`src/rtl/ahb_slave_mem.sv`:
```
// ahb_slave_mem: AHB-lite slave backed by a word-addressed memory with a fixed
// number of wait states in every OKAY data phase and a two-cycle ERROR response
// for unmapped addresses.
//
// Ports:
//   hclk    - clock, all state changes on the rising edge
//   hreset  - synchronous active-high reset (memory contents are retained)
//   hsel    - slave select, sampled with the address phase
//   htrans  - transfer type (IDLE/BUSY/NONSEQ/SEQ)
//   haddr   - word address
//   hwrite  - 1 = write, 0 = read
//   hwdata  - write data, sampled in the final cycle of the data phase
//   hrdata  - registered read data, held for the whole read data phase
//   hready  - data-phase completion / address-phase acceptance
//   hresp   - 0 = OKAY, 1 = ERROR
module ahb_slave_mem #(
    parameter int unsigned ADDR_WIDTH  = 8,
    parameter int unsigned DATA_WIDTH  = 32,
    parameter int unsigned MEM_DEPTH   = 128,
    parameter int unsigned WAIT_STATES = 0
) (
    input  logic                  hclk,
    input  logic                  hreset,
    input  logic                  hsel,
    input  logic [1:0]            htrans,
    input  logic [ADDR_WIDTH-1:0] haddr,
    input  logic                  hwrite,
    input  logic [DATA_WIDTH-1:0] hwdata,
    output logic [DATA_WIDTH-1:0] hrdata,
    output logic                  hready,
    output logic                  hresp
);

    localparam int unsigned IdxW = (MEM_DEPTH > 1) ? $clog2(MEM_DEPTH) : 1;
    localparam logic [ADDR_WIDTH:0] DepthW = (ADDR_WIDTH + 1)'(MEM_DEPTH);
    // Unused when WAIT_STATES is 0, so the wrap-around in that case is harmless.
    localparam logic [3:0] WaitLoad = 4'(WAIT_STATES - 1);
    localparam logic [1:0] TransNonseq = 2'b10;
    localparam logic [1:0] TransSeq    = 2'b11;

    typedef enum logic [2:0] {StIdle, StWait, StDone, StErr1, StErr2} state_e;

    state_e                  state;
    logic [3:0]              cnt;
    logic [ADDR_WIDTH-1:0]   addr_q;
    logic                    write_q;
    logic                    err_q;

    logic [DATA_WIDTH-1:0]   mem [MEM_DEPTH];

    logic                    accept;
    logic                    acc_err;
    logic                    mem_we;
    logic                    fwd;
    logic [DATA_WIDTH-1:0]   rd_data;

    assign accept  = hready && hsel && ((htrans == TransNonseq) || (htrans == TransSeq));
    assign acc_err = ({1'b0, haddr} >= DepthW);

    // A write data phase completes on the edge leaving DONE; reset wins over it.
    assign mem_we  = !hreset && (state == StDone) && write_q && !err_q;

    // A read accepted on the completing edge of a write to the same word must
    // see the new data, not the stale memory word.
    assign fwd     = mem_we && (addr_q == haddr);

    always_comb begin
        rd_data = '0;
        if (!acc_err) begin
            rd_data = fwd ? hwdata : mem[haddr[IdxW-1:0]];
        end
    end

    always_ff @(posedge hclk) begin
        if (mem_we) begin
            mem[addr_q[IdxW-1:0]] <= hwdata;
        end
    end

    always_ff @(posedge hclk) begin
        if (hreset) begin
            state   <= StIdle;
            hready  <= 1'b1;
            hresp   <= 1'b0;
            hrdata  <= '0;
            cnt     <= '0;
            addr_q  <= '0;
            write_q <= 1'b0;
            err_q   <= 1'b0;
        end else if (accept) begin
            // Only reachable from IDLE, DONE or ERR2, the states that drive hready=1.
            addr_q  <= haddr;
            write_q <= hwrite;
            err_q   <= acc_err;
            if (!hwrite) begin
                hrdata <= rd_data;
            end
            if (acc_err) begin
                state  <= StErr1;
                hready <= 1'b0;
                hresp  <= 1'b1;
            end else if (WAIT_STATES == 0) begin
                state  <= StDone;
                hready <= 1'b1;
                hresp  <= 1'b0;
            end else begin
                state  <= StWait;
                cnt    <= WaitLoad;
                hready <= 1'b0;
                hresp  <= 1'b0;
            end
        end else begin
            unique case (state)
                StWait: begin
                    if (cnt == 4'd0) begin
                        state  <= StDone;
                        hready <= 1'b1;
                    end else begin
                        cnt <= cnt - 4'd1;
                    end
                end
                StErr1: begin
                    state  <= StErr2;
                    hready <= 1'b1;
                    hresp  <= 1'b1;
                end
                default: begin
                    state  <= StIdle;
                    hready <= 1'b1;
                    hresp  <= 1'b0;
                end
            endcase
        end
    end

endmodule

```
`config.mk`:
```
export PLATFORM = sky130hd
export DESIGN_NAME = ahb_slave_mem
export DESIGN_NICKNAME = d
export VERILOG_FILES = /design/src/rtl/ahb_slave_mem.sv
export SDC_FILE = /design/constraint.sdc
export NUM_CORES = 2
export LEC_CHECK = 0
export BUFFER_PORTS_ARGS = -buffer_cell sky130_fd_sc_hd__buf_2
export CORE_ASPECT_RATIO = 0.9
export CORE_MARGIN = 1.5
export CORE_UTILIZATION = 40
export CTS_CLUSTER_SIZE = 24
export DETAILED_ROUTE_END_ITERATION = 12
export PLACE_DENSITY_LB_ADDON = 0.12
export SYNTH_ARGS = -nofsm -noshare
export SYNTH_HDL_FRONTEND = slang
export SYNTH_SLANG_ARGS = --single-unit
```
`constraint.sdc`:
```
create_clock -name hclk -period 3.6 [get_ports hclk]
set_input_delay 0.36 -clock hclk [delete_from_list [all_inputs] [get_ports hclk]]
set_output_delay 0.36 -clock hclk [all_outputs]
set_load 0.02 [all_outputs]
```
==> run metrics <==
Post-synth EDFFs=between 4000 and 5000; Total GRT Usage=0.2645; Tmin final=3612 ps; NumNets Final=just over 8000; leak pwr=just under 60 nW; clock network fraction of design power=0.426; DRT antenna net count=0; class of the worst hold path=in -> reg; clock latency on the worst-skew pair=1000 ps; clk buf depth=4; post-synthesis async set-or-reset flop share=0; Worst Max-Slew Pin Slew=1572 ps; sequential-to-total area share from yosys stat=0.7811; drt via density=6.045; Num CTS Buffers=about 430; Synth area leader=edfxtp_1; final core occ=0.4736; clock transition at the registers of the reported paths=around 60 ps; worst clock skew=roughly 45 ps; CP Max Fanout=25; I/O pin cnt=80; Buf/Inv on CP=6; Primary FF master, synth=edfxtp_1; setup violators final=1; drt total wl=around 540 mm; Max Slew Vio Count=4; VDD IR max=~370 uV; Die H=about 600 um; Rows=219; DR WL/cell=38.79 um; CP arrival=~4500 ps; largest net degree at the start of global routing=97; P_int=approximately 80 mW; Sw Ratio=0.2216; CORE AREA=395100 um2; TritonCTS clock tree=done; # H-tree levels=5; Crit path max-delay family=buffers and inverters; chip width=around 670 um; synth top area cells=edfxtp_1 (77%), mux4_2 (13%), mux2i_1 (2.1%), a22oi_1 (0.79%), dfxtp_1 (0.64%); most used cell, CP=buf_4; flop and latch count out of synthesis=4147; mean post-synth cell area=approximately 22 um2; Port Buffers=78; highest clock rate=approximately 280 MHz; initial antenna violation count=67; Hold Slack=~31 ps; worst path required time=approximately 4500 ps; clock sink count=around 4100; RSZ-0062 raised after global routing=false; count leader, synth=edfxtp_1; Detailed Place HPWL=around 330 mm; full die area=about 400000 um2; Slowest-stage cell, CP=nor4_1; cell area after layout=187100 um2; Layout area overhead=17.85%; Inst Count DP=between 10000 and 15000; final worst path period share=1.003; kind of critical path=in -> reg; max-cap violation count=1; critical path capture point type=register; Distinct cells, synth=76; Setup WS post-layout=-11.91 ps; Sequential Power Share=0.518; residual DRC count=0; Final Non-Filler Cells=13808; WHS Endpoint=mem[65][15]$_DFFE_PP_; grt total ovfl=0; vias=83473; Synth top cells by count=edfxtp_1 (4096), mux4_2 (904), mux2i_1 (332); HP Start=hwdata[15]; Netlist Area Pre-Place=around 160000 um2; syn_nets=7244; CP peak stage delay=roughly 1100 ps; GP Congestion=roughly 0.9; CP Cell Sequence=dlygate4sd3_1 > buf_8 > buf_12 > nor2_4 > buf_4 > a22o_1 > a221oi_1 > buf_4 > o22ai_1 > nor4_1 > buf_4 > a221oi_1; RR Endpoint=hrdata[12]$_SDFFE_PP0P_; worst r2r src=addr_q[3]$_SDFFE_PP0P_; Synth Instances=just over 7000; CP Launch Type=input pin; r2r worst-path depth=8; Placed Area=173200 um2; violated checks=max-capacitance violations, max-slew violations, negative setup slack; worst rel slew slack=-0.05155; worst hold path cell count=1; pwr dens=547.9 nW/um2; Starting Density=0.4018; top-area cell type share of the netlist area=0.7747; vias in the first global route=~81000; Reg2Reg Setup Slack=between 200 and 300 ps; synth warn=0; Post-CTS Setup Repair Bufs=0; Net Switching=roughly 23 mW; root buffer selected by CTS=clkbuf_16; first-pass detailed-route iteration total=5; share of cells above drive strength 1=0.3043; first-pass GRT wire length=720.3 mm; 1st-iter DRT viols=12779; Comb power frac=0.057; Hold Violations, Final=0; status=finished, violations left
-- cell type report --
| class | instances | area [um2] |
|---|---|---|
| Tap cell | 5304 | 6636 |
| Sequential cell | 4147 | 124000 |
| Fill cell | 32800 | 208000 |
| Antenna cell | 13 | 32.53 |
| Inverter | 8 | 35.03 |
| Clock buffer | 515 | 11180 |
| Multi-Input combinational cell | 2633 | 33280 |
| Clock inverter | 266 | 2412 |
| Timing Repair Buffer | 922 | 9525 |
-- cells in the final DEF, fill, tap and decap left out, drive strengths merged, types with 53 or more instances in the layout --
cell type and instances:
a221oi 79, mux2i 332, o22ai 114, nand3 56, nor2 191, buf 888
nor3 53, o21ai 75, a21oi 86, a22oi 167, clkinv 204, edfxtp 4096
nand2 202, clkbuf 515, mux4 904
-- registers in the layout, summed over array words and instances, names as in the netlist --
register,count
addr_q,8
cnt,4
err_q,1
hrdata,32
hready,1
hresp,1
mem,4096
state,3
write_q,1
-- stage by stage --
| stage | setup WS, ps | TNS, ps | power (mW) |
|---|---|---|---|
| floorplan | 360.2 | 0 | 56.49 |
| global placement | -726.2 | -2899 | 59.74 |
| detailed placement | -571.4 | -2824 | 59.81 |
| CTS | 146.2 | 0 | 103.1 |
| global route | 104.8 | 0 | 104.9 |
| finish | -11.91 | -11.91 | 102.5 |
-- power groups by stage --
stage	Combinational, mW	Sequential [mW]	Clock [mW]
6_report	5.80	53.1	43.7
5_1_grt	5.96	53.0	45.9
4_1_cts	5.76	53.1	44.3
3_5_place_dp	5.72	54.1	0
3_3_place_gp	5.65	54.1	0
2_1_floorplan	2.40	54.1	0
-- layer usage --
layer / vias to the layer above / track usage / part of all wire
li1: 32553 / - / -
met1: 45890 / 0.3957 / 0.43
met5: - / 0 / 0.000093
met3: 821 / 0.04496 / 0.088
met2: 4201 / 0.3906 / 0.44
met4: 8 / 0.09648 / 0.042
-- worst max-delay path by stage --
stage             start                      end  slack [ps]  depth (start not counted)
5_1_grt        haddr[2]  hrdata[12]$_SDFFE_PP0P_         100                         12
6_report       haddr[2]  hrdata[12]$_SDFFE_PP0P_         -10                         12
2_1_floorplan    hreset    mem[127][0]$_DFFE_PP_         360                          7
4_1_cts        haddr[2]  hrdata[12]$_SDFFE_PP0P_         150                         12
3_3_place_gp   haddr[0]  hrdata[31]$_SDFFE_PP0P_        -730                         11
3_5_place_dp   haddr[0]  hrdata[31]$_SDFFE_PP0P_        -570                         11
-- logic make-up (layout without fill, tap and decap cells) --
| group | after synthesis | count (layout) | share of synthesized area |
|---|---|---|---|
| AOI/OAI and AO/OA | 675 | 675 | 0.02980 |
| xor gates and xnor gates | 11 | 11 | 0.0006068 |
| adders and majority gates | 1 | 1 | 0.00007879 |
| buffers and inverters | 417 | 1711 | 0.01678 |
| DFF | 4147 | 4147 | 0.7811 |
| muxes | 1257 | 1257 | 0.1506 |
| other | 0 | 13 | 0 |
| and+or+nand+nor | 689 | 689 | 0.02101 |
-- repair_timing --
| action | CTS | global route |
|---|---|---|
| resized for setup | 0 | 0 |
| hold buffers | 33 | 1 |
| hold endpoints to repair | 542 | 6 |
No activity file was read; power rests on OpenSTA's default activity.
